**config.mk**
```make
export PLATFORM = sky130hd
export DESIGN_NAME = cordic_vector_atan2
export DESIGN_NICKNAME = d
export VERILOG_FILES = /design/src/rtl/cordic_vector_atan2.sv
export SDC_FILE = /design/constraint.sdc
export NUM_CORES = 1
export LEC_CHECK = 0
export ABC_AREA = 1
export CAP_MARGIN = 15
export CORE_MARGIN = 3
export CORE_UTILIZATION = 58
export CTS_BUF_LIST = sky130_fd_sc_hd__clkbuf_8 sky130_fd_sc_hd__clkbuf_16
export CTS_CLUSTER_DIAMETER = 120
export CTS_CLUSTER_SIZE = 25
export DETAILED_ROUTE_END_ITERATION = 12
export PLACE_DENSITY = 0.79
export SYNTH_ARGS = -nofsm -noshare
export SYNTH_HDL_FRONTEND = slang
export SYNTH_SLANG_ARGS = --single-unit
```
**constraint.sdc**
```tcl
create_clock -name clk -period 4.2 [get_ports clk]
set_input_delay 0.84 -clock clk [delete_from_list [all_inputs] [get_ports clk]]
set_output_delay 0.84 -clock clk [all_outputs]
set_load 0.02 [all_outputs]
```
**src/rtl/cordic_vector_atan2.sv**
```systemverilog
// Iterative CORDIC vectoring engine: (x, y) -> atan2 phase (1.2.(PW-3) rad) and magnitude.
// Define CORDIC_GAIN_COMP_EN to add a GAIN state that scales the magnitude by 1/K.
module cordic_vector_atan2 #(
    parameter int IW   = 16,
    parameter int PW   = 16,
    parameter int ITER = 14
) (
    input  logic                 clk,
    input  logic                 rst,
    input  logic                 s_tvalid,
    output logic                 s_tready,
    input  logic signed [IW-1:0] s_x,
    input  logic signed [IW-1:0] s_y,
    output logic                 m_tvalid,
    input  logic                 m_tready,
    output logic signed [PW-1:0] m_phase,
    output logic        [IW+1:0] m_mag
);
    localparam int XW  = IW + 2;
    localparam int ZW  = PW + 1;
    localparam int CW  = $clog2(ITER + 1);
    localparam int SHL = (PW >= 16) ? PW - 16 : 0;
    localparam int SHR = (PW < 16) ? 16 - PW : 0;

    // Angle constants are tabulated at 13 fractional bits and rescaled for PW.
    function automatic int scale_q13(input int v);
        return (PW >= 16) ? (v <<< SHL) : ((v + ((1 <<< SHR) >>> 1)) >>> SHR);
    endfunction

    function automatic int atan_q13(input int k);
        int r;
        case (k)
            0: r = 6434;   1: r = 3798;   2: r = 2007;   3: r = 1019;
            4: r = 511;    5: r = 256;    6: r = 128;    7: r = 64;
            8: r = 32;     9: r = 16;    10: r = 8;     11: r = 4;
            12: r = 2;    13: r = 1;
            default: r = 0;
        endcase
        return r;
    endfunction

    localparam logic signed [ZW-1:0] PI_Z      = ZW'(scale_q13(25736));
    localparam logic signed [ZW-1:0] HALF_PI_Z = ZW'(scale_q13(12868));

`ifdef CORDIC_GAIN_COMP_EN
    typedef enum logic [1:0] {IDLE, ROT, GAIN, DONE} state_t;
    localparam logic signed [XW+16:0] GAIN_K = (XW+17)'(19898);
    logic signed [XW+16:0] prod;
`else
    typedef enum logic [1:0] {IDLE, ROT, DONE} state_t;
`endif

    state_t state, state_nx;
    logic                 ready_en, zero, last;
    logic        [CW-1:0] i;
    logic signed [XW-1:0] x, y, x_nx, y_nx, x_sh, y_sh, sx, sy, pre_x, pre_y;
    logic signed [ZW-1:0] z, z_nx, pre_z, atan_z;
    logic signed [PW-1:0] phase_out;

    always_ff @(posedge clk) begin
        if (rst) state <= IDLE;
        else     state <= state_nx;
    end

    // ROT spends one extra pass (i == ITER) registering the result, giving ITER+1 latency.
    always_comb begin
        state_nx = state;
        s_tready = ready_en && (state == IDLE);
        m_tvalid = (state == DONE);
        last     = (i == CW'(ITER));
        case (state)
            IDLE: if (s_tvalid && s_tready) state_nx = ROT;
`ifdef CORDIC_GAIN_COMP_EN
            ROT:  if (last) state_nx = GAIN;
            GAIN: state_nx = DONE;
`else
            ROT:  if (last) state_nx = DONE;
`endif
            DONE: if (m_tready) state_nx = IDLE;
            default: state_nx = IDLE;
        endcase
    end

    always_comb begin
        sx    = XW'(s_x);
        sy    = XW'(s_y);
        pre_x = sx;
        pre_y = sy;
        pre_z = '0;
        if (s_x[IW-1]) begin
            if (!s_y[IW-1]) begin
                pre_x = sy;
                pre_y = -sx;
                pre_z = HALF_PI_Z;
            end else begin
                pre_x = -sy;
                pre_y = sx;
                pre_z = -HALF_PI_Z;
            end
        end

        x_sh   = x >>> i;
        y_sh   = y >>> i;
        atan_z = ZW'(scale_q13(atan_q13(int'(i))));
        if (!y[XW-1]) begin
            x_nx = x + y_sh;
            y_nx = y - x_sh;
            z_nx = z + atan_z;
        end else begin
            x_nx = x - y_sh;
            y_nx = y + x_sh;
            z_nx = z - atan_z;
        end

        if (zero)             phase_out = '0;
        else if (z > PI_Z)    phase_out = PW'(PI_Z);
        else if (z < -PI_Z)   phase_out = PW'(-PI_Z);
        else                  phase_out = PW'(z);
`ifdef CORDIC_GAIN_COMP_EN
        prod = (XW+17)'(x) * GAIN_K;
`endif
    end

    always_ff @(posedge clk) begin
        if (rst) begin
            ready_en <= 1'b0;
            zero     <= 1'b0;
            i        <= '0;
            x        <= '0;
            y        <= '0;
            z        <= '0;
            m_phase  <= '0;
            m_mag    <= '0;
        end else begin
            ready_en <= 1'b1;
            case (state)
                IDLE: if (s_tvalid && s_tready) begin
                    i    <= '0;
                    zero <= (s_x == '0) && (s_y == '0);
                    x    <= pre_x;
                    y    <= pre_y;
                    z    <= pre_z;
                end
                ROT: if (!last) begin
                    x <= x_nx;
                    y <= y_nx;
                    z <= z_nx;
                    i <= i + 1'b1;
                end
`ifndef CORDIC_GAIN_COMP_EN
                else begin
                    m_phase <= phase_out;
                    m_mag   <= zero ? '0 : x;
                end
`else
                GAIN: begin
                    m_phase <= phase_out;
                    m_mag   <= zero ? '0 : XW'(prod >>> 15);
                end
`endif
                default: ;
            endcase
        end
    end
endmodule

```
==> Yosys cells after proc, flatten, opt, wreduce, memory -nomap -nowiden <==
Memory sizes are Yosys's and may differ from the RTL's. A register that Yosys moved wholly into a read port is not among the register bits.
Cells that the tools add are included.
{ "op_classes": {"add_sub_neg": 9, "order_cmp": 2, "eq_ne": 7, "shift": 2, "mux": 32, "n_reduce_logical": 11} }
{ "op_table": {"columns": ["cell", "n"], "rows": [
  ["18-bit two-way mux", 11],
  ["17-bit two-way mux", 5],
  ["18-bit case mux with 2 select lines", 2],
  ["16-bit two-way mux", 3],
  ["18-bit adder", 2],
  ["16-bit negation with 18-bit output", 2],
  ["18-bit by 4-bit >>> shifter with 18-bit output", 2],
  ["18-bit subtractor", 2],
  ["17-bit case mux with 2 select lines", 1],
  ["16-bit logical NOT", 2],
  ["17-bit adder", 1],
  ["17-bit by 16-bit greater-than comparator with 1-bit output, second input constant", 1],
  ["17-bit by 16-bit < comparator with 1-bit output, second input constant", 1],
  ["17-bit subtractor", 1],
  ["4-bit two-way mux", 4],
  ["4-bit case mux with 2 select lines", 1],
  ["2-bit two-way mux", 3],
  ["2-bit case mux with 3 select lines", 1],
  ["3-bit AND reduction", 2],
  ["4-bit by 1-bit adder with 4-bit output, second input constant", 1],
  ["4-bit equality test, second input constant", 1],
  ["2-bit by 1-bit != test with 1-bit output, second input constant", 2],
  ["2-bit != test, second input constant", 2],
  ["2-bit AND reduction", 2],
  ["other kinds (6)", 8]
]} }
{ "word_totals": {"reg_bits": 95, "rom_bits": 208, "in_bits": 36, "out_inout_bits": 36, "wordCells": 73, "mem_count": 1} }
{ "memory_table": {"columns": ["memory", "depth", "width", "read_ports", "rd_ports_with_merged_regs", "write_ports", "line_no", "text"], "rows": [
  ["(name not given)", 16, 13, 1, 1, 0, "32", "case (k)"]
]} }

==> Depth between registers and ports, before layout <==
Gate-level depths: netlist of the first run.
{ "depth": {"depth_word": 7, "depth_mapped": 28, "mapped_depth_nobuf": 27} }

==> Worst setup path before layout of the first run <==
Ideal clock, no wire load.
{ "synth_path": {"path_type": "reg2reg", "startpoint": "reg i[1]", "endpoint": "reg y[17]", "setup_time_ns": 0.122, "arrival_ns": 3.294, "t_required_ns": 4.078, "setup_slack_ns": 0.783, "stages_incl_launch_ff": 25, "path_buffers": 2, "synth_period_minus_slack_ns": 3.417, "cell_sequence": "dfxtp_1 > buf_6 > buf_2 > nand3_1 > nand3_1 > nand3_1 > nand2_1 > ha_1 > inv_1 > nor3_4 > nand2_1 > o21ai_2 > o21a_2 > nand4_1 > nand2_1 > inv_1 > ha_1 > nand2_1 > nor3_1 > nand2_1 > or2_2 > o311ai_0 > nand3_1 > nand3_2 > a21oi_2"} }
{ "synth_between": {"elab_chain_cells": 5, "word_cells_on_any_way": 9, "classes_between": "add/sub: 2; eq/ne: 2; shift: 1; mux: 3; reduce/logical: 1"} }
{ "synth_lines": {"columns": ["item", "line_no", "text"], "rows": [
  ["from (decl)", "55", "logic [CW-1:0] i;"],
  ["from (signal assigned)", "148", "i <= i + 1'b1;"],
  ["18-bit by 4-bit >>> shifter with 18-bit output", "102", "x_sh = x >>> i;"],
  ["18-bit subtractor / 18-bit adder (equally long branches)", "107, 111", null],
  ["18-bit two-way mux", "105", "if (!y[XW-1]) begin"],
  ["18-bit two-way mux", "144", "ROT: if (!last) begin"],
  ["18-bit case mux with 2 select lines", "136", "case (state)"],
  ["to (signal assigned)", "141", "y <= pre_y;"],
  ["to (signal assigned)", "146", "y <= y_nx;"],
  ["to (decl)", "56", "logic signed [XW-1:0] x, y, x_nx, y_nx, x_sh, y_sh, sx, sy, pre_x, pre_y;"]
]} }
Several ways; a longest one is shown, not always the timed one. The select of a mux whose other input is x is not followed.
A chain may end at the register's enable or synchronous reset.

==> Final worst setup path of the first run <==
{ "layout_path": {"startpoint": "reg i[2]", "endpoint": "reg y[15]"} }
Same word-level chain as after synthesis.

==> metrics.md, run 1 <==
| Metric | Value |
|---|---|
| DP HPWL | 25350 um |
| Initial antenna violation count | 0 |
| DR vias/cell | 6.029 |
| XOR/XNOR Fraction of Synth Area | under 10% |
| CP startpoint kind | flip-flop |
| Vias in the first global route | 10865 |
| Synthesized area | between 0.01 and 0.015 mm2 |
| Clock Sinks | roughly 110 |
| N_diodes | 0 |
| Gate Count Post-Synth | approximately 1700 |
| HP Class | flip-flop to flip-flop |
| Yosys warning total | 0 |
| Nets | about 1800 |
| Synth Area in Compound Gates | a little over a fifth |
| Synth Area per Inst | about 6.2 um2 |
| Filler cell count | about 1700 |
| Status | finished, final reports clean |
| Most frequent cells in the layout | 405 x nand2_1, 210 x nand3_1, 170 x a21oi_1 |
| Endpoints failing setup | 0 |
| Worst setup EP type | flip-flop |
| Unrepaired setup endpoints after global routing | no |
| Reg2Reg Launch Point | i[2] |
| Sequential share of the synthesized area | roughly a fifth |
| Clock Latency Late Sink | about 0.37 ns |
| Hold Buf Count CTS | 0 |
| FF-to-FF setup slack | 0.35 ns |
| Root buffer cell | clkbuf_16 |
| Worst R2R Path Depth | 22 |
| Async SR Flop Fraction | 0% |
| Final Slew Violations | 0 |
| Total grt overflow | 0 |
| Tmin final | 3.848 ns |
| Fin crit share | 91.61% |
| Synth-to-Final Area Change | 11.58% |
| Total negative slack | 0 ns |
| Top FF cell, synth | dfxtp_1 |
| Final Hold Fails | 0 |
| Core area | roughly 0.017 mm2 |
| Clock skew | 0.009683 ns |
| #FFs+latches synth | between 100 and 150 |
| Commonest non-fill, non-tap cell in the layout | nand2_1 |
| CP arrival | a little over 4 ns |
| MaxCap Viol Count | 0 |
| F_max | between 200 and 300 MHz |
| First-pass GRT wire length | between 50000 and 60000 um |
| CTS tree | yes |
| GP Congestion | about 1 |
| Relative slew slack | 49.46% |
| Initial Util | 59.32% |
| Post-synthesis simple-gate area fraction | 33.62% |
| Vias | 11648 |
| Post-synth cell types | between 50 and 60 |
| Slew @ Worst Pin | 0.7573 ns |
| Hold EP | m_mag[8] |
| Placed cell area | between 0.01 and 0.015 mm2 |
| Setup repair bufs after CTS | 0 |
| # IOs | 72 |
| PD cells | between 300 and 400 mW/mm2 |
| Post-DRT Antenna Nets | 0 |
| DR DRC count | 0 |
| Main combinational cell family by area after synthesis | simple AND/OR/NAND/NOR gates |
| Share of cells above drive strength 1 | between 6 and 7% |
| WL per Instance | between 15 and 20 um |
| FF-to-FF End | y[15] |
| Final instance area | 0.01149 mm2 |
| CP required | about 4.5 ns |
| IO buf count | 71 |
| Max VDD drop | between 0.3 and 0.4 mV |
| Largest net degree at the start of global routing | 62 |
| H-tree depth | 3 |
| Net count after synthesis | between 1500 and 2000 |
| Row count | 48 |
| Leak | between 5 and 6 nW |
| Number of flops mapped to enable cells by yosys | 0 |
| Die span in x | ~140 um |
| Max Buffers Root-to-Sink | 2 |
| Synth Area in Adders | under 10% |
| Wirelength, routed | between 30000 and 40000 um |
| Pre-antenna DRT Iters | 5 |
| Hold depth | 2 |
| Worst Path Max Fanout | 33 |
| GRT Util Overall | between 30% and 40% |
| Hold_sp | m_mag[8] |
| Die area | between 0.015 and 0.02 mm2 |
| DIE HEIGHT | ~140 um |
| Clk pin slew, worst setup/hold paths | ~0.080 ns |
| Number of CTS-inserted buffers | 9 |
| Mux cell area share after synthesis | less than 1% |
| Detailed Route Iter0 Violations | 1117 |
| WS Path Type | flip-flop to flip-flop |
-- through the flow --
step	setup slack [ns]	power [W]	utilization (%)	std cells	hold slack, ns
finish	0.3525	0.004269	66.19	1932	0.4651
CTS	0.1788	0.004237	66.07	1932	0.4687
detailed placement	0.2048	0.003319	64.24	1916	0.4558
floorplan	0.7831	0.002782	-	1667	0.4391
global route	0.01981	0.004603	66.19	1932	0.4868
global placement	0.3367	0.003296	64.24	1916	0.4515
-- state kept, by name, indices dropped and copies added (netlist names) --
register and cells:
ready_en 1, x 18, m_phase 16, z 17, y 18, i 4
zero 1, state 2, atan_z 13, m_mag 18
-- synthesized netlist by cell type (3+ instances only) --
cell type  instances  area (um2)
nand3_2            5       50.05
nand2_1          405        1520
fa_1               3       60.06
clkbuf_1          45       168.9
nor2_4             4       45.04
a21oi_1          172       860.8
o21ai_1           10       50.05
buf_1              3       11.26
nand3_1          210        1051
a41oi_1            5       43.79
dfxtp_1          108        2162
a221oi_1           6       52.55
nor2_2             3       18.77
ha_1              62       775.7
inv_1            152       570.6
o221ai_1           6       52.55
o211ai_1          25       187.7
a31oi_1           20       125.1
a21oi_2            3       26.28
inv_2              9       33.78
nor2_1            94       352.8
o31ai_1           10       75.07
buf_4              6       45.04
o21ai_0          128       640.6
o22ai_1            4       25.02
or2_2              4       25.02
nand2_2           18       112.6
clkinv_1           4       15.01
buf_6              8       90.09
nor3_1            20       100.1
nand4_1           10       62.56
xor2_1            41       359.1
o21ai_2            3       26.28
nand3b_1           3       22.52
buf_2             13       65.06
xnor2_1           21       183.9
-- what timing repair did --
action / 4_1_cts / 5_1_grt
endpoints found under the hold margin: 0 / 0
setup endpoints to repair: 0 / 16
resized for setup: 0 / 11
-- worst max-delay path: stages (launching register included) --
cell,delay [ns]
dfxtp_1,0.32
inv_2,0.46
nand3_1,0.17
nand3_1,0.15
nand2_1,0.10
ha_1,0.22
inv_1,0.10
nor3_4,0.06
nor2_1,0.11
xor2_1,0.18
inv_1,0.06
ha_1,0.32
a21oi_1,0.19
o21ai_0,0.16
a21oi_2,0.19
inv_1,0.06
nand2_1,0.06
nand2_1,0.10
a21oi_1,0.25
o21ai_0,0.15
a21oi_1,0.15
o21ai_0,0.10
a21oi_1,0.12
-- power by group --
part | internal, W | total, W | switching, W | leakage (nW)
sequential | 0.00109 | 0.00122 | 0.000130 | 0.884
combinational | 0.000762 | 0.00214 | 0.00137 | 4.23
clock | 0.000432 | 0.000910 | 0.000477 | 0.152
-- per-layer routing --
layer | GRT usage (%) | vias up | routed length (um)
li1 | - | 5714 | -
met1 | 42.01 | 5308 | 13130
met2 | 55.80 | 516 | 15650
met3 | 4.983 | 110 | 2705
met4 | 18.74 | 0 | 1925
met5 | 0 | - | 0
-- logic make-up (layout without fill, tap and decap cells) --
logic type	after synthesis	count (layout)
adder cells (fa/ha/maj)	65	65
buffers and inverters	241	281
flip-flops	108	108
AND/OR/NAND/NOR	786	786
AO/OA/AOI/OAI	402	402
multiplexers	2	2
XOR/XNOR	63	63
-- how the worst max path moves through the flow --
stage	start	end	slack, ns	cells after the start
global placement	i[0]	y[14]	0.34	25
global route	i[2]	x[10]	0.02	21
detailed placement	i[0]	y[14]	0.20	25
floorplan	i[1]	y[17]	0.78	24
CTS	i[0]	y[14]	0.18	25
finish	i[2]	y[15]	0.35	22
-- area by class of cell --
class	count	area, um2	share of cell area (%)
clock inverters	7	91.34	0.7950
repair buffers	99	953.4	8.299
clock buffers	9	225.2	1.960
well taps	225	281.5	2.450
inverters	166	633.1	5.511
multi-input cells	1318	7141	62.15
flip-flops and latches	108	2163	18.83
(Power assumes the default switching activity.)
==> inputs of run 2 (changes only) <==
--- a/config.mk
+++ b/config.mk
@@ -8,12 +8,12 @@
 export ABC_AREA = 1
 export CAP_MARGIN = 15
 export CORE_MARGIN = 3
-export CORE_UTILIZATION = 58
+export CORE_UTILIZATION = 46
 export CTS_BUF_LIST = sky130_fd_sc_hd__clkbuf_8 sky130_fd_sc_hd__clkbuf_16
 export CTS_CLUSTER_DIAMETER = 120
 export CTS_CLUSTER_SIZE = 25
 export DETAILED_ROUTE_END_ITERATION = 12
-export PLACE_DENSITY = 0.79
+export DONT_BUFFER_PORTS = 1
 export SYNTH_ARGS = -nofsm -noshare
 export SYNTH_HDL_FRONTEND = slang
 export SYNTH_SLANG_ARGS = --single-unit
==> run 2 against run 1 <==
  * Via count decreased by 4.1%
  * Non-clock buffer count decreased by 71
  * Core utilization decreased by 17 points
  * First-iteration DRC count decreased by 18%
  * Critical path depth unchanged
  * Final cell count decreased by 0.83%
  * Clock skew increased by 0.0012 ns
  * Total power decreased by 0.74%
  * Sequential share of layout area increased by 1.1 points
  * Global-route usage decreased by 5.5 points
  * Sequential cell count unchanged
  * Register-to-register slack got worse by 0.04 ns
==> metrics.md, run 2 (synthesis results as in run 1) <==
| Metric | Value |
|---|---|
| MaxCap Viol Count | 0 (unchanged) |
| DP HPWL | 26470 um (+4.4%) |
| Status | finished, final reports clean |
| Max Buffers Root-to-Sink | 2 (unchanged) |
| Final Slew Violations | 0 (unchanged) |
| Nets | 1732 (-3.9%) |
| Die span in x | 155.6 um (+12%) |
| FF-to-FF setup slack | 0.31 ns (-0.04 ns) |
| Final core occ | 49.63% (-17 points) |
| Worst Path Max Fanout | 32 (-3.0%) |
| # IOs | 72 (unchanged) |
| Fin crit share | 92.52% (+0.91 points) |
| Unrepaired setup endpoints after global routing | yes |
| Setup repair bufs after CTS | 0 (unchanged) |
| GRT Util Overall | 28.23% (-5.5 points) |
| Clk pin slew, worst setup/hold paths | 0.09 ns (about the same) |
| Max VDD drop | 0.2471 mV (-20%) |
| Number of CTS-inserted buffers | 9 (unchanged) |
| CP startpoint kind | flip-flop |
| Clock skew | 0.01088 ns (+0.001198 ns) |
| Row count | 54 (+13%) |
| DR vias/cell | 5.828 (-3.3%) |
| Worst setup EP type | flip-flop |
| DR DRC count | 0 (unchanged) |
| HP Class | flip-flop to flip-flop |
| Detailed Route Iter0 Violations | 915 (-18%) |
| Root buffer cell | clkbuf_16 |
| Largest net degree at the start of global routing | 67 (+8.1%) |
| CP arrival | 4.13 ns (-0.02 ns) |
| Tmin final | 3.886 ns (+0.03817 ns) |
| Commonest non-fill, non-tap cell in the layout | nand2_1 |
| CTS tree | yes |
| Relative slew slack | 25.44% (-24 points) |
| Initial antenna violation count | 0 (unchanged) |
| PD cells | 390.0 mW/mm2 (+5.0%) |
| CP startpoint | i[1] |
| Largest registers | m_mag (18), x (18), y (18) |
| Pre-antenna DRT Iters | 6 (+1) |
| Layout Cells excl Fill | 1916 (-0.83%) |
| GP Congestion | 0.9522 (-2.3%) |
| N_diodes | 0 (unchanged) |
| Most frequent cells in the layout | 405 x nand2_1, 210 x nand3_1, 168 x a21oi_1 |
| IO buf count | 0 (-100%) |
| Synth-to-Final Area Change | 5.529% |
| Wirelength, routed | 34770 um (+4.1%) |
| WS Path Type | flip-flop to flip-flop |
| CP required | 4.45 ns (-0.05 ns) |
| Initial Util | 47.03% (-12 points) |
| Post-DRT Antenna Nets | 0 (unchanged) |
| Share of cells above drive strength 1 | 6.785% (+0.34 points) |
| Final Hold Fails | 0 (unchanged) |
| H-tree depth | 3 (unchanged) |
| Endpoints failing setup | 0 (unchanged) |
| Die area | 0.02421 mm2 (+25%) |
| F_max | 257.4 MHz (-0.98%) |
| Tot Pwr | 0.004238 W (-0.74%) |
| CP endpoint | y[17] |
| PnR worst setup slack | 0.3143 ns (-0.03817 ns) |
| Total grt overflow | 0 (unchanged) |
| Worst R2R Path Depth | 22 (unchanged) |
| Inst Count DP | 1900 (-0.84%) |
| WL per Instance | 18.15 um (+4.9%) |
| Leak | 5.031 nW (-4.6%) |
| Slew @ Worst Pin | 1.114 ns (+0.3570 ns) |
| Core area | 0.02189 mm2 (+26%) |
| FF-to-FF End | y[17] |
| Vias | 11166 (-4.1%) |
| DIE HEIGHT | 155.6 um (+12%) |
| Vias in the first global route | 10231 (-5.8%) |
| Dpl ws | 0.06196 ns (-0.1429 ns) |
| Reg2Reg Launch Point | i[1] |
| First-pass GRT wire length | 54890 um (+2.1%) |
| Clock Latency Late Sink | 0.37 ns (about the same) |
| Clock Sinks | 108 (unchanged) |
| Total negative slack | 0 ns (unchanged) |
==> run 2: changes by cell type in the layout (fill, tap and decap cells not counted), sizes merged <==
cell and change:
inv +1, clkdlybuf4s50 -70, buf -1, clkinv -1
==> run 2: power breakdown <==
part           internal [W]  switching, W  total (W)
clock network      0.000434      0.000485   0.000919
registers           0.00109      0.000122    0.00121
logic              0.000731       0.00137    0.00210
==> run 2: final cells by class <==
class | count | area [um2]
inverter | 166 | 628.1
clock buffer | 9 | 225.2
timing repair buffer | 28 | 247.7
multi-input combinational | 1318 | 7163
sequential | 108 | 2162
fill | 2363 | 11030
clock inverter | 7 | 88.84
tap | 280 | 350.3
==> run 2: worst min-delay path by stage <==
| stage | endpoint | startpoint | slack, ns | cells past startpoint |
|---|---|---|---|---|
| finish | m_phase[0] | z[0] | 0.48 | 2 |
| global route | m_phase[0] | z[0] | 0.49 | 2 |
| CTS | m_phase[0] | z[0] | 0.49 | 2 |
| detailed placement | m_phase[0] | z[0] | 0.49 | 2 |
| global placement | zero | zero | 0.47 | 2 |
| floorplan | m_phase[0] | z[0] | 0.44 | 2 |
==> run 2: worst max-delay path, stage by stage, from the launching register on <==
cell	delay [ns]
dfxtp_1	0.50
buf_12	0.24
nand3_1	0.12
nand3_1	0.13
nand3_1	0.08
nand2_1	0.13
ha_1	0.20
inv_1	0.08
nor3_4	0.24
nand2_1	0.09
o21ai_2	0.16
o21a_2	0.18
xor2_1	0.18
inv_1	0.07
ha_1	0.38
nand2_1	0.09
nor2_1	0.17
nand2_1	0.09
or2_2	0.30
o311ai_1	0.09
nand3_1	0.14
nand3_2	0.09
a21oi_2	0.05
==> run 2: layer usage <==
metal	vias up	track usage, %	routed length (um)
li1	5571	-	-
met1	5176	36.24	14870
met4	0	9.004	1136
met5	-	0	0
met2	360	49.05	16840
met3	59	3.883	1930
==> run 2: stage by stage <==
| step | hold slack, ns | cell area (um2) |
|---|---|---|
| after floorplan | 0.4391 | 10300 |
| after global placement | 0.4712 | 10510 |
| after detailed placement | 0.4859 | 10510 |
| after CTS | 0.4870 | 10830 |
| after global routing | 0.4916 | 10870 |
| final | 0.4849 | 10870 |
==> run 2: what timing repair did <==
item / in CTS / in global routing
hold buffers: 0 / 0
gates resized for setup: 0 / 13
endpoints found under the setup margin: 0 / 9
==> inputs of run 3 (changes only) <==
--- a/config.mk
+++ b/config.mk
@@ -7,7 +7,6 @@
 export LEC_CHECK = 0
 export ABC_AREA = 1
 export CAP_MARGIN = 15
-export CORE_MARGIN = 3
 export CORE_UTILIZATION = 46
 export CTS_BUF_LIST = sky130_fd_sc_hd__clkbuf_8 sky130_fd_sc_hd__clkbuf_16
 export CTS_CLUSTER_DIAMETER = 120
==> run 3 against run 2 <==
  * Sequential power about the same
  * Core utilization is 0.13 points lower
  * Critical endpoint is now y[14]
  * Clock skew rose by 0.0046 ns
  * Worst hold slack worse by 0.024 ns
  * Count of clock-buffer cells in the layout did not move
  * Final cell count barely moved
  * Sequential share of layout area grew 0.064 points
  * Wire length down 2.2%
  * Non-clock buffer count down 1
  * Global-route usage up 1.9 points
  * Largest power group unchanged
==> metrics.md, run 3 (synthesis results as in run 1) <==
| Metric | Value |
|---|---|
| Status | finished, final reports clean |
| Nets | 1731 (-0.058%) |
| IO buf count | 0 (unchanged) |
| Clock skew | 0.01550 ns (+0.004618 ns) |
| First-pass GRT wire length | 53040 um (-3.4%) |
| Relative slew slack | 39.74% (+14 points) |
| Final Hold Fails | 0 (unchanged) |
| CP startpoint kind | flip-flop |
| Hold_ws | 0.4606 ns (-0.02426 ns) |
| Synth-to-Final Area Change | 5.249% |
| Max VDD drop | 0.2335 mV (-5.5%) |
| Largest registers | m_mag (18), x (18), y (18) |
| MaxCap Viol Count | 0 (unchanged) |
| PD cells | 388.7 mW/mm2 (-0.33%) |
| Row count | 54 (unchanged) |
| Slew @ Worst Pin | 0.9029 ns (-0.2114 ns) |
| Pre-antenna DRT Iters | 5 (-1) |
| CP arrival | 4.16 ns (+0.03 ns) |
| Reg2Reg Launch Point | i[0] |
| Largest net degree at the start of global routing | 51 (-24%) |
| Initial Util | 47.03% (unchanged) |
| H-tree depth | 3 (unchanged) |
| DR DRC count | 0 (unchanged) |
| Worst Path Max Fanout | 24 (-25%) |
| Wirelength, routed | 34000 um (-2.2%) |
| Share of cells above drive strength 1 | 6.667% (-0.12 points) |
| Clk pin slew, worst setup/hold paths | 0.09 ns (about the same) |
| Hold_sp | z[0] |
| GP Congestion | 0.9980 (+4.8%) |
| Unrepaired setup endpoints after global routing | yes |
| # IOs | 72 (unchanged) |
| Die area | 0.02299 mm2 (-5.1%) |
| Endpoints failing setup | 0 (unchanged) |
| Most frequent cells in the layout | 405 x nand2_1, 210 x nand3_1, 171 x a21oi_1 |
| DIE HEIGHT | 151.6 um (-2.6%) |
| Commonest non-fill, non-tap cell in the layout | nand2_1 |
| PnR worst setup slack | 0.3114 ns (-0.002917 ns) |
| WL per Instance | 17.75 um (-2.2%) |
| WS Path Type | flip-flop to flip-flop |
| HP Class | flip-flop to flip-flop |
| Hold depth | 2 (unchanged) |
| Initial antenna violation count | 0 (unchanged) |
| Final Slew Violations | 0 (unchanged) |
| Detailed Route Iter0 Violations | 705 (-23%) |
| F_max | 257.2 MHz (about the same) |
| Tot Pwr | 0.004212 W (-0.60%) |
| Setup repair bufs after CTS | 0 (unchanged) |
| CTS tree | yes |
| Worst setup EP type | flip-flop |
| Max Buffers Root-to-Sink | 2 (unchanged) |
| # resized after CTS | 0 (unchanged) |
| Hold Buf Count CTS | 0 (unchanged) |
| Dpl ws | 0.2486 ns (+0.1866 ns) |
| Clock Latency Late Sink | 0.37 ns (about the same) |
| Root buffer cell | clkbuf_16 |
| Post-DRT Antenna Nets | 0 (unchanged) |
| FF-to-FF setup slack | 0.31 ns (about the same) |
| Fin crit share | 92.59% (about the same) |
| Total grt overflow | 0 (unchanged) |
| GRT Util Overall | 30.12% (+1.9 points) |
| Worst R2R Path Depth | 25 (+14%) |
| DR vias/cell | 5.731 (-1.7%) |
| Vias | 10975 (-1.7%) |
| Tmin final | 3.889 ns (+0.002917 ns) |
| Clock Sinks | 108 (unchanged) |
| CP required | 4.47 ns (+0.02 ns) |
| Vias in the first global route | 10030 (-2.0%) |
| Hold EP | m_phase[0] |
| Leak | 5.007 nW (-0.46%) |
| FF-to-FF End | y[14] |
| Die span in x | 151.6 um (-2.6%) |
| Core area | 0.02189 mm2 (unchanged) |
| N_diodes | 0 (unchanged) |
| Number of CTS-inserted buffers | 9 (unchanged) |
| DP HPWL | 26360 um (-0.42%) |
run 3: routing by layer:
metal,vias up,GRT usage [%],share of wire [%]
met5,-,0,0
met4,0,13.61,4.1
met3,60,4.401,5.2
met2,307,51.80,48
met1,5029,37.01,43
li1,5579,-,-
run 3: how the worst max path moves through the flow:
stage / start / cells after the start / end / slack (ns)
finish: i[0] / 25 / y[14] / 0.31
global route: i[0] / 24 / y[15] / -0.009
CTS: i[0] / 25 / y[14] / 0.23
detailed placement: i[0] / 25 / y[14] / 0.25
global placement: i[1] / 25 / x[17] / 0.32
floorplan: i[1] / 24 / y[17] / 0.78
run 3: through the flow:
stage          cells  instance area [um2]  utilization (%)  setup TNS [ns]
2_1_floorplan   1667                10300                -               0
3_3_place_gp    1899                10490            47.94               0
3_5_place_dp    1899                10490            47.94               0
4_1_cts         1915                10810            49.38               0
5_1_grt         1915                10840            49.50       -0.009873
6_report        1915                10840            49.50               0
run 3: area by class of cell:
| type | count | area (um2) |
|---|---|---|
| tap | 280 | 350.3 |
| inverter | 166 | 630.6 |
| sequential | 108 | 2163 |
| multi-input combinational | 1318 | 7144 |
| clock inverter | 7 | 91.34 |
| timing repair buffer | 27 | 231.5 |
| fill | 2351 | 11050 |
| clock buffer | 9 | 225.2 |
run 3: worst max-delay path, stage by stage, from the launching register on:
cell,delay [ns]
dfxtp_2,0.38
inv_4,0.12
buf_4,0.19
nand2_1,0.08
nand3_1,0.10
nand3_1,0.13
nand3_1,0.08
nand2_1,0.12
ha_1,0.19
inv_1,0.07
nor3_4,0.23
nand2_1,0.09
o21ai_2,0.15
o21a_2,0.18
xor2_1,0.14
inv_1,0.07
ha_1,0.37
nand2_1,0.13
nor2_1,0.15
nand2_1,0.06
o21ai_0,0.29
a21oi_1,0.10
o21ai_0,0.11
nand3_1,0.10
o211ai_1,0.10
inv_1,0.06
run 3: power by group:
group	total (W)	leakage (nW)	switching [W]	internal (W)
Sequential	0.00122	0.884	0.000128	0.00109
Combinational	0.00209	3.97	0.00136	0.000732
Clock	0.000897	0.151	0.000469	0.000428
==> RTL change 1, RTL diff (config.mk and constraints of run 1) <==
`IW`: 16 -> 8.
--- a/src/rtl/cordic_vector_atan2.sv
+++ b/src/rtl/cordic_vector_atan2.sv
@@ -1,7 +1,7 @@
 // Iterative CORDIC vectoring engine: (x, y) -> atan2 phase (1.2.(PW-3) rad) and magnitude.
 // Define CORDIC_GAIN_COMP_EN to add a GAIN state that scales the magnitude by 1/K.
 module cordic_vector_atan2 #(
-    parameter int IW   = 16,
+    parameter int IW   = 8,
     parameter int PW   = 16,
     parameter int ITER = 14
 ) (
Interface: changed (resized m_mag, s_x and s_y); port bits go from 72 to 48. The function was not compared with the original's and may differ.
==> RTL change 1 against run 1 <==
  * Sequential power is 24% lower
  * Worst setup slack improved by 250 ps
  * Power is 32% lower
  * Sequential cell count decreased by 24
  * Final area decreased by 33%
  * Clock skew shrank 2.6 ps
  * Synthesized area decreased by 33%
  * Wire length is 44% lower
  * Largest power group unchanged
==> RTL change 1: results (changes against run 1) <==
* Post-Syn Nets at 1122 (was 1768)
* Pre-CTS setup slack at 639 ps (was 205 ps)
* Max FO, Critical Path at 9 (was 33)
* Sw Pwr at 1.13 mW (was 1.98 mW)
* Largest net degree at the start of global routing at 47 (was 62)
* Critical Path Sink: x[9]$_SDFFE_PP0P_ (was y[15]$_SDFFE_PP0P_)
* Gpl congestion at 0.979 (was 0.975)
* Mux cell area share after synthesis at 0.00146 (was 0.00207)
* Vias post-DR at 7048 (was 11600)
* First-pass GRT wire length at 31.0 mm (was 53.8 mm)
* Status: finished clean (unchanged)
* Setup ws final at 606 ps (was 352 ps)
* Peak VDD IR at 0.204 mV (was 0.309 mV)
* Synth Area in XOR/XNOR at 0.0406 (was 0.0543)
* Register area share after synthesis at 0.245 (was 0.210)
* Worst Setup SP: i[2]$_SDFFE_PP0P_ (unchanged)
* Lkg Pwr at 3.54 nW (was 5.27 nW)
* Clk slew on worst S/H paths at 60 ps (was 80 ps)
* Layout Nets at 1153 (was 1803)
* DP Area at 0.00738 mm^2 (was 0.0112 mm^2)
* Overall Global Routing Usage at 0.291 (was 0.337)
* Clk Latency, worst-skew pair at 350 ps (was 370 ps)
* Vias in the first global route at 6271 (was 10900)
* Port Buffers at 47 (was 71)
* Reg2reg setup slack at 610 ps (was 350 ps)
* Synth Area in Compound Gates at 0.218 (about the same)
* ANT cells at 0 (unchanged)
* Final Skew at 7.05 ps (was 9.68 ps)
* Initial drt markers at 705 (was 1117)
* Top post-synthesis cells by area: dfxtp_1, nand2_1, ha_1 (was dfxtp_1, nand2_1, nand3_1)
* Post-DR wirelength/cell at 15.3 um (was 17.3 um)
* Max_slew headroom at 0.544 (was 0.495)
* CP arrival at 3820 ps (was 4150 ps)
* Commonest cells in the netlist: nand2_1, inv_1, a21oi_1 (was nand2_1, nand3_1, a21oi_1)
* Layout cells sized above 1 at 0.0716 (was 0.0644)
* Post-synthesis adder-cell area fraction at 0.0925 (was 0.0812)
* Final HPWL DP at 14.5 mm (was 25.4 mm)
* Synth unique cells at 54 (was 55)
* Post-route cell area at 0.00769 mm^2 (was 0.0115 mm^2)
==> RTL change 1: cell types whose count changed after synthesis, moves of 11 or more <==
cell,before,now
nand2_1,405,252
dfxtp_1,108,84
inv_1,152,120
a31oi_1,20,8
nand3_1,210,78
xor2_1,41,22
a21oi_1,172,106
clkbuf_1,45,22
o21ai_0,128,69
nor2_1,94,70
xnor2_1,21,8
o211ai_1,25,14
ha_1,62,46
==> RTL change 1: critical path, cell delays in order (launching register included) <==
cell and delay (ps):
dfxtp_1 560, inv_1 220, nor2_4 240, nand2_1 80, nand2_1 60, inv_1 40
nand2_2 90, ha_1 170, inv_1 60, nor3_2 200, nand3_1 130, o31ai_1 250
o21ai_0 120, ha_1 320, inv_1 70, nor4_1 320, nand3_1 130, nand3_1 140
inv_1 50, nand3_1 70, nand2_1 50, nand2_1 70, a21oi_2 50
==> RTL change 1: stage by stage <==
| step | total power [mW] | util | instances |
|---|---|---|---|
| 2_1_floorplan | 1.81 | - | 1053 |
| 3_3_place_gp | 2.04 | 0.641 | 1216 |
| 3_5_place_dp | 2.05 | 0.641 | 1216 |
| 4_1_cts | 2.88 | 0.668 | 1232 |
| 5_1_grt | 3.10 | 0.668 | 1232 |
| 6_report | 2.89 | 0.668 | 1232 |
==> RTL change 1: area by class of cell <==
type / instances / area (um^2)
Tap cell: 143 / 179
Sequential cell: 84 / 1680
Timing Repair Buffer: 61 / 576
Inverter: 128 / 480
Clock buffer: 11 / 253
Multi-Input combinational cell: 800 / 4460
Fill cell: 1073 / 3820
Clock inverter: 5 / 58.8
==> RTL change 1: power by group through the flow <==
stage	registers [mW]	logic, mW	clock network, mW
after floorplan	0.904	0.902	0
after global placement	0.935	1.11	0
after detailed placement	0.935	1.12	0
after CTS	0.918	1.12	0.837
after global routing	0.927	1.31	0.869
final	0.922	1.14	0.831
==> RTL change 1: how the worst min path moves through the flow <==
stage	slack [ps]	end	cells past startpoint	from
global route	480	m_mag[0]$_SDFFE_PP0P_	2	m_mag[0]$_SDFFE_PP0P_
CTS	460	m_phase[3]$_SDFFE_PP0P_	2	m_phase[3]$_SDFFE_PP0P_
global placement	450	m_phase[7]$_SDFFE_PP0P_	2	m_phase[7]$_SDFFE_PP0P_
detailed placement	450	m_phase[3]$_SDFFE_PP0P_	2	m_phase[3]$_SDFFE_PP0P_
floorplan	450	m_mag[0]$_SDFFE_PP0P_	2	x[0]$_SDFFE_PP0P_
finish	460	m_phase[3]$_SDFFE_PP0P_	2	m_phase[3]$_SDFFE_PP0P_
==> RTL change 1: per-layer routing <==
layer / part of all wire / global-route usage / up-vias
li1: - / - / 3589
met1: 0.48 / 0.427 / 3198
met4: 0.017 / 0.0798 / 0
met2: 0.43 / 0.438 / 239
met5: 0 / 0 / -
met3: 0.073 / 0.0511 / 22
==> RTL change 2, RTL diff (config.mk and constraints of run 1) <==
Without the edit above. Reset style: asynchronous (`rst`), changed in 2 clocked blocks.
--- a/src/rtl/cordic_vector_atan2.sv
+++ b/src/rtl/cordic_vector_atan2.sv
@@ -57,7 +57,7 @@
     logic signed [ZW-1:0] z, z_nx, pre_z, atan_z;
     logic signed [PW-1:0] phase_out;
 
-    always_ff @(posedge clk) begin
+    always_ff @(posedge clk or posedge rst) begin
         if (rst) state <= IDLE;
         else     state <= state_nx;
     end
@@ -121,7 +121,7 @@
 `endif
     end
 
-    always_ff @(posedge clk) begin
+    always_ff @(posedge clk or posedge rst) begin
         if (rst) begin
             ready_en <= 1'b0;
             zero     <= 1'b0;
Formal check against the unedited RTL: differs if rst is asserted again (counterexample within 4 cycles, from zero or initial values and one cycle with rst high); with rst held inactive, the same outputs for 10 cycles.
==> RTL change 2 against run 1 <==
  * First-iteration DRC count grew 20%
  * Wire length up 5.9%
  * Final area is 1.6% higher
  * Critical path depth up 2
  * Sequential cell count decreased by 13
  * Final cell count is 1.3% lower
  * Die area is 0.42% higher
  * Synthesized area rose by 0.44%
  * Worst setup slack got worse by 79 ps
  * Largest cell class unchanged
Power is not shown: default switching activity piles up to over one toggle a cycle in this logic, so the estimate is an artifact.
==> RTL change 2: results (changes against run 1) <==
* Status: finished clean (unchanged)
* CP arrival at 4230 ps (was 4150 ps)
* Register area share after synthesis at 0.230 (was 0.210)
* Worst-case reg-to-reg path depth at 24 (was 22)
* # H-tree levels at 3 (unchanged)
* Layout Nets at 1776 (was 1803)
* Gpl congestion at 1.05 (was 0.975)
* RR Startpoint: i[0]$_DFFE_PP0P_ (was i[2]$_SDFFE_PP0P_)
* Final Skew at 13.8 ps (was 9.68 ps)
* Largest net degree at the start of global routing at 65 (was 62)
* Worst Hold Launch: m_phase[13]$_DFFE_PP0P_ (was m_mag[8]$_SDFFE_PP0P_)
* Area delta synth->final at 12.9% (was 11.6%)
* Critical Path Sink: y[15]$_DFFE_PP0P_ (was y[15]$_SDFFE_PP0P_)
* Worst hold slack at 486 ps (was 465 ps)
* Pre-CTS setup slack at 30.1 ps (was 205 ps)
* Commonest cells in the netlist: nand2_1, nand3_1, inv_1 (was nand2_1, nand3_1, a21oi_1)
* Via density at 6.02 (was 6.03)
* Drt first pass iters at 6 (was 5)
* Post-DR wirelength/cell at 18.6 um (was 17.3 um)
* Synth unique cells at 55 (unchanged)
* Hold Path End: m_phase[13]$_DFFE_PP0P_ (was m_mag[8]$_SDFFE_PP0P_)
* CP max-delay cell: dfrtp_2 (was inv_2)
* Initial antenna violation count at 2 (was 0)
* Post-Syn Nets at 1720 (was 1768)
* DP Area at 0.0113 mm^2 (was 0.0112 mm^2)
* Vias in the first global route at 10500 (was 10900)
* Initial drt markers at 1345 (was 1117)
* First-pass GRT wire length at 56.9 mm (was 53.8 mm)
* Hold path depth at 2 (unchanged)
* Top post-synthesis cells by area: dfrtp_1, nand2_1, nand3_1 (was dfxtp_1, nand2_1, nand3_1)
* Post-synth ARST share at 1.00 (was 0)
* Layout cells sized above 1 at 0.0845 (was 0.0644)
* Setup ws final at 273 ps (was 352 ps)
* Worst slew pin tran at 976 ps (was 757 ps)
* CTS max path bufs at 2 (unchanged)
* CTS Buf Count at 9 (unchanged)
* Finished Layout Cells at 1906 (was 1932)
* Overall Global Routing Usage at 0.361 (was 0.337)
* Root Buffer: clkbuf_16 (unchanged)
* Clk slew on worst S/H paths at 90 ps
* Final HPWL DP at 28.1 mm (was 25.4 mm)
* Clk Latency, worst-skew pair at 370 ps (about the same)
* R2r endpoint: y[15]$_DFFE_PP0P_ (was y[15]$_SDFFE_PP0P_)
* Port Buffers at 71 (unchanged)
* Synth Instances at 1619 (was 1667)
* Biggest regs: m_mag: 18 flops, x: 18 flops, y: 18 flops (unchanged)
* Main synth FF type: dfrtp_1 (was dfxtp_1)
* Max FO, Critical Path at 36 (was 33)
* Number of fill cells at 1657 (was 1667)
* Slowest Stage Delay on Critical Path at 470 ps
-- RTL change 2: cell types whose count changed after synthesis, sizes merged, moves of 11 or more --
cell           run 1  this run
dfxtp            108         0
dfrtp              0        95
a21oi            175        99
nand2            424       489
nand3            215       171
nor2             101       130
o21ai            141       120
clkbuf            45        29
a22oi              0        13
a31oi             20        31
-- RTL change 2: layout make-up --
class	count	share of cell area
antenna	1	0.000214
clock buffer	9	0.0193
clock inverter	7	0.00718
inverter	159	0.0526
multi-input combinational	1299	0.603
sequential	95	0.204
tap	225	0.0241
timing repair buffer	111	0.0894
-- RTL change 2: layer usage --
layer / up-vias / global-route usage / routed length [um]
met2: 542 / 0.563 / 15800
met1: 5285 / 0.517 / 15200
met5: - / 0 / 12
li1: 5553 / - / -
met4: 2 / 0.123 / 1250
met3: 87 / 0.0495 / 3170
-- RTL change 2: logic make-up after synthesis --
family,after synthesis,share of synthesized area
buffers and inverters,225,0.0941
XOR/XNOR,62,0.0525
AO/OA/AOI/OAI,326,0.186
AND/OR/NAND/NOR,845,0.357
flip-flops,95,0.230
adder cells (fa/ha/maj),65,0.0808
other,1,0.000363
-- RTL change 2: worst max-delay path, delay by kind of cell, from the launching register on --
| family | cells | cell delay [ps] |
|---|---|---|
| and+or+nand+nor | 13 | 1220 |
| xor gates and xnor gates | 1 | 200 |
| AOI/OAI and AO/OA | 4 | 900 |
| buffers and inverters | 4 | 530 |
| DFF | 1 | 470 |
| adders and majority gates | 2 | 550 |
-- RTL change 2: what timing repair did --
action	CTS	global route
pin swaps	0	3
endpoints found under the setup margin	1	14
resized for setup	1	16
setup buffers	0	2
